**src/rtl/seg_to_binary_if.sv**
```systemverilog
// seg_to_binary_if -- handshake bundle for the seven-segment to binary decoder.
//   seg_in[6:0]  {a,b,c,d,e,f,g}, active-low segments
//   seg_valid    seg_in is valid this cycle
//   seg_ready    decoder accepts a digit this cycle
//   clear        synchronous abort back to IDLE
//   bin_out[3:0] decoded value 0..15
//   bin_valid    bin_out is valid
//   bin_ready    consumer takes bin_out
//   err          decode/range error latched
// master = digit producer / result consumer, slave = decoder.
interface seg_to_binary_if;
    logic [6:0] seg_in;
    logic       seg_valid;
    logic       seg_ready;
    logic       clear;
    logic [3:0] bin_out;
    logic       bin_valid;
    logic       bin_ready;
    logic       err;

    modport master (
        output seg_in, seg_valid, clear, bin_ready,
        input  seg_ready, bin_out, bin_valid, err
    );

    modport slave (
        input  seg_in, seg_valid, clear, bin_ready,
        output seg_ready, bin_out, bin_valid, err
    );
endinterface

```
**src/rtl/seg_to_binary.sv**
```systemverilog
// seg_to_binary -- takes two seven-segment digits (tens then ones) and
// produces their binary value 0..15, flagging anything else as an error.
//   clk    rising-edge clock
//   rst_n  asynchronous active-low reset
//   bus    seg_to_binary_if.slave (digit in, binary out, clear, err)
// Optional macro SEG_TIMEOUT_EN: abandon a held tens digit after
// TIMEOUT_CYCLES cycles in TENS with no ones digit, returning to IDLE.
module seg_to_binary #(
    parameter int TIMEOUT_CYCLES = 1000
) (
    input  logic           clk,
    input  logic           rst_n,
    seg_to_binary_if.slave bus
);

    typedef enum logic [1:0] {S_IDLE, S_TENS, S_OUT, S_ERR} state_e;

    state_e     state_q, state_d;
    logic       tens_q, tens_d;
    logic [3:0] bin_q, bin_d;

    // Pattern decode; is_digit only for the ten table entries.
    logic [3:0] digit;
    logic       is_digit;
    logic       is_blank;

    always_comb begin
        is_digit = 1'b1;
        digit    = 4'd0;
        case (bus.seg_in)
            7'b0000001: digit = 4'd0;
            7'b1001111: digit = 4'd1;
            7'b0010010: digit = 4'd2;
            7'b0000110: digit = 4'd3;
            7'b1001100: digit = 4'd4;
            7'b0100100: digit = 4'd5;
            7'b0100000: digit = 4'd6;
            7'b0001111: digit = 4'd7;
            7'b0000000: digit = 4'd8;
            7'b0001100: digit = 4'd9;
            default:    is_digit = 1'b0;
        endcase
        is_blank = (bus.seg_in == 7'b1111111);
    end

    // 5-bit sum so that e.g. 19 is caught by the range check instead of wrapping.
    logic [4:0] sum;
    assign sum = (tens_q ? 5'd10 : 5'd0) + {1'b0, digit};

`ifdef SEG_TIMEOUT_EN
    localparam int CW = $clog2(TIMEOUT_CYCLES + 1);
    logic [CW-1:0] cnt_q, cnt_d;
    logic          timeout;

    assign timeout = (cnt_q == CW'(TIMEOUT_CYCLES - 1));

    // Counts idle TENS cycles; zero whenever TENS is (re)entered or left.
    always_comb begin
        cnt_d = '0;
        if (state_q == S_TENS && state_d == S_TENS && !bus.seg_valid)
            cnt_d = cnt_q + 1'b1;
    end

    always_ff @(posedge clk or negedge rst_n) begin
        if (!rst_n) cnt_q <= '0;
        else        cnt_q <= cnt_d;
    end
`endif

    // State register
    always_ff @(posedge clk or negedge rst_n) begin
        if (!rst_n) begin
            state_q <= S_IDLE;
            tens_q  <= 1'b0;
            bin_q   <= 4'd0;
        end else begin
            state_q <= state_d;
            tens_q  <= tens_d;
            bin_q   <= bin_d;
        end
    end

    // Next state. seg_ready is 1 in IDLE/TENS, so seg_valid there is an accept.
    always_comb begin
        state_d = state_q;
        tens_d  = tens_q;
        bin_d   = bin_q;
        case (state_q)
            S_IDLE: begin
                if (bus.seg_valid) begin
                    if (is_blank || (is_digit && digit == 4'd0)) begin
                        tens_d  = 1'b0;
                        state_d = S_TENS;
                    end else if (is_digit && digit == 4'd1) begin
                        tens_d  = 1'b1;
                        state_d = S_TENS;
                    end else begin
                        state_d = S_ERR;
                    end
                end
            end
            S_TENS: begin
                if (bus.seg_valid) begin
                    if (is_digit && sum <= 5'd15) begin
                        bin_d   = sum[3:0];
                        state_d = S_OUT;
                    end else begin
                        state_d = S_ERR;
                    end
                end
`ifdef SEG_TIMEOUT_EN
                else if (timeout) begin
                    tens_d  = 1'b0;
                    state_d = S_IDLE;
                end
`endif
            end
            S_OUT: begin
                if (bus.bin_ready) state_d = S_IDLE;
            end
            S_ERR: state_d = S_ERR;
            default: state_d = S_IDLE;
        endcase
        // clear beats any simultaneous accept or handshake; bin_out is kept.
        if (bus.clear) begin
            state_d = S_IDLE;
            tens_d  = 1'b0;
            bin_d   = bin_q;
        end
    end

    // Outputs
    always_comb begin
        bus.seg_ready = (state_q == S_IDLE) || (state_q == S_TENS);
        bus.bin_valid = (state_q == S_OUT);
        bus.err       = (state_q == S_ERR);
        bus.bin_out   = bin_q;
    end

endmodule
```
**src/flat_wrapper.sv**
```systemverilog
// flat-port wrapper written by rule: the top's interface ports become plain ports
module seg_to_binary_flat 
#(
    parameter int TIMEOUT_CYCLES = 1000
)
  (clk, rst_n, bus_seg_in, bus_seg_valid, bus_clear, bus_bin_ready, bus_seg_ready, bus_bin_out, bus_bin_valid, bus_err);
  seg_to_binary_if bus_i ();
  input  logic clk;
  input  logic rst_n;
  input wire logic [$bits(bus_i.seg_in)-1:0] bus_seg_in;
  input wire logic [$bits(bus_i.seg_valid)-1:0] bus_seg_valid;
  input wire logic [$bits(bus_i.clear)-1:0] bus_clear;
  input wire logic [$bits(bus_i.bin_ready)-1:0] bus_bin_ready;
  output wire logic [$bits(bus_i.seg_ready)-1:0] bus_seg_ready;
  output wire logic [$bits(bus_i.bin_out)-1:0] bus_bin_out;
  output wire logic [$bits(bus_i.bin_valid)-1:0] bus_bin_valid;
  output wire logic [$bits(bus_i.err)-1:0] bus_err;
  assign bus_i.seg_in = bus_seg_in;
  assign bus_i.seg_valid = bus_seg_valid;
  assign bus_i.clear = bus_clear;
  assign bus_i.bin_ready = bus_bin_ready;
  assign bus_seg_ready = bus_i.seg_ready;
  assign bus_bin_out = bus_i.bin_out;
  assign bus_bin_valid = bus_i.bin_valid;
  assign bus_err = bus_i.err;
  seg_to_binary #(.TIMEOUT_CYCLES(TIMEOUT_CYCLES)) u_core (.clk(clk), .rst_n(rst_n), .bus(bus_i));
endmodule
```
**config.mk**
```make
export PLATFORM = sky130hd
export DESIGN_NAME = seg_to_binary_flat
export DESIGN_NICKNAME = d
export VERILOG_FILES = /design/src/rtl/seg_to_binary_if.sv /design/src/rtl/seg_to_binary.sv /design/src/flat_wrapper.sv
export SDC_FILE = /design/constraint.sdc
export NUM_CORES = 1
export LEC_CHECK = 0
export CAP_MARGIN = 10
export CORE_UTILIZATION = 45
export DETAILED_ROUTE_END_ITERATION = 8
export GPL_TIMING_DRIVEN = 0
export PLACE_DENSITY = 0.75
export SLEW_MARGIN = 20
export SYNTH_ARGS = -nofsm -noshare
export SYNTH_HDL_FRONTEND = slang
export SYNTH_SLANG_ARGS = --single-unit
```
**constraint.sdc**
```tcl
create_clock -name clk -period 2.35 [get_ports clk]
set_input_delay 0.235 -clock clk [delete_from_list [all_inputs] [get_ports clk]]
set_output_delay 0.235 -clock clk [all_outputs]
set_load 0.01 [all_outputs]
```
==> metrics <==
run status finished clean; initial antenna violation count 0; RSZ-0062 raised after global routing no; Worst IR Drop VDD 0.4360 mV; gr ovfl total 0; Design Power 324.4 uW; CTS clk-pin slew, worst paths around 50 ps; clock root cell clkbuf_4; Final #Nets 113; final worst slack 121.3 ps; Max stage delay cell, worst path dlygate4sd2_1; Hold Vio Cnt, Final 0; Clk Latency, worst-skew pair ~250 ps; final setup violation count 0; routed length per instance 14.46 um; startpoint class of the critical path input pin; Power per Cell Area 355.2 nW/um^2; Final period util 94.84%; Via Count 648; Post-Place Cell Area 868.3 um^2; layout cells sized above 1 ~22%; Design Area, Final 913.4 um^2; Leak 0.4036 nW; WP data required 2480 ps; first-pass GRT wire length around 2300 um; FF+latch count, synth 7; Initial DRT Pass Iterations 4; Top-Level Pins 19; antenna viol nets, final 0; Crit Path Category in2reg; CTS tree yes; cells after synthesis 76; number of global-route vias before repair 537; core area 1366 um^2; endpoint class of the critical path register; Tot GR Track Use 21.63%; DR vias/cell 5.786; Max clock buf depth 2; Max-Cap Viols 0; Num CTS Buffers 3; Final HPWL DP 1216 um; Post-synth EDFFs 0; Fin Clk Skew 2.883 ps; maximum number of pins on one net before global-route repair 10; n_diodes 0; Chip Height 41.14 um; max-slew violation count 0; pre-CTS setup slack -553.4 ps; H-tree levels 1; CTS Sinks 7; most frequent cells in the layout clkdlybuf4s50_1 (11), nand2_1 (8), dfrtp_1 (7); Primary FF master, synth dfrtp_1; Cell Count Post-Placement 107; max_slew headroom between 60% and 70%; die area 1693 um^2; CTS Hold Buffers Added 0; fin util ~67%; worst hold slack 240.0 ps; Syn Nets 91; starting density of the core 50.46%; YS warnings 0; post-synth top area share ~25%; Setup TNS 0 ps; Layout area overhead 32.49%; sequential element share of the synthesized area 25.41%; Async S/R FF share, synth 100.0%; commonest non-fill, non-tap cell in the layout clkdlybuf4s50_1; crit-path max cell delay 300 ps; crit-path max FO 7; FMAX 448.7 MHz; DRC violations left 0; main area contributors after synthesis dfrtp_1 (25%), mux2_4 (8.7%), ha_1 (5.4%); syn_area_per_cell 9.071 um^2; minimum clock period approximately 2200 ps; port bufs 16; FP Rows 13; Netlist Area Pre-Place 689.4 um^2; Die Wd approximately 40 um; Hold Path Class in2async; Synth area leader dfrtp_1; DRT iter0 DRCs 5; WL final between 1500 and 2000 um; Cell Count, Final, Fillers Out around 110; unique cell type count in the Yosys netlist 42; WP data arrival about 2400 ps; crit-path cells dlygate4sd2_1, and2_4, o211ai_1, nor2_1, ha_1, nand4bb_1, a41oi_1, o21ai_2, a311oi_4, buf_4, mux2_4; Worst Max-Slew Pin Slew 465.6 ps; gpl congestion 0.8725
-- worst max-delay path: cells and delay by family --
family | cells | cell delay [ps]
adder cells (fa/ha/maj) | 1 | 170
buffers and inverters | 2 | 490
AND/OR/NAND/NOR | 3 | 460
multiplexers | 1 | 300
AO/OA/AOI/OAI | 4 | 690
-- power breakdown --
| part | internal, mW | total (mW) | switching, mW |
|---|---|---|---|
| Combinational | 0.0409 | 0.0862 | 0.0454 |
| Sequential | 0.124 | 0.128 | 0.00403 |
| Clock | 0.0648 | 0.110 | 0.0450 |
-- path summary, 6_finish.rpt --
path                                  startpoint                    end  slack [ps]  cells past startpoint
max                                bus_seg_in[2]  u_core.bus.bin_out[0]         120                     11
min                                        rst_n  u_core.bus.bin_out[3]         240                      1
max reg2reg                        u_core.tens_q  u_core.bus.bin_out[0]         410                      7
min reg2reg                u_core.bus.bin_out[2]  u_core.bus.bin_out[2]         500                      1
max in group asynchronous                  rst_n  u_core.bus.bin_out[0]        1870                      1
min in group clk                   bus_seg_in[0]          u_core.tens_q         380                      3
-- registers in the layout, summed over array words and instances, names as in the netlist --
signal,flops
u_core.state_q,2
u_core.tens_q,1
u_core.bus.bin_out,4
-- metal layers --
layer	vias up	part of all wire (%)	global-route usage (%)
li1	332	-	-
met1	301	48	26.86
met2	15	47	34.77
met3	0	4.2	9.783
met4	0	0	3.226
met5	-	0	0
-- repair_timing --
item                                    CTS  global route
resized for setup                         9             0
setup buffers                             1             0
endpoints found under the setup margin    4             0
-- cell usage after synthesis (all sizes together), types with 3 or more instances --
cell	n
nor2	8
ha	3
nand2	8
inv	5
and2	3
dfrtp	7
mux2	4
-- cells by family (layout without fill, tap and decap cells) --
logic type / after synthesis / after routing / synth area share [%]
xor gates and xnor gates: 3 / 3 / 3.812
AOI/OAI and AO/OA: 20 / 20 / 25.05
DFF: 7 / 7 / 25.41
muxes: 4 / 4 / 8.712
adders and majority gates: 3 / 3 / 5.445
and+or+nand+nor: 32 / 32 / 26.14
buffers and inverters: 7 / 28 / 5.445
-- area by class of cell --
class                           count  area (um^2)
Sequential cell                     7        175.2
Tap cell                           15        18.77
Clock buffer                        4        26.28
Fill cell                         116        452.9
Timing Repair Buffer               17        161.4
Buffer                              2        18.77
Inverter                            5        18.77
Multi-Input combinational cell     62        494.2
Power figures use the tool's default switching activity.
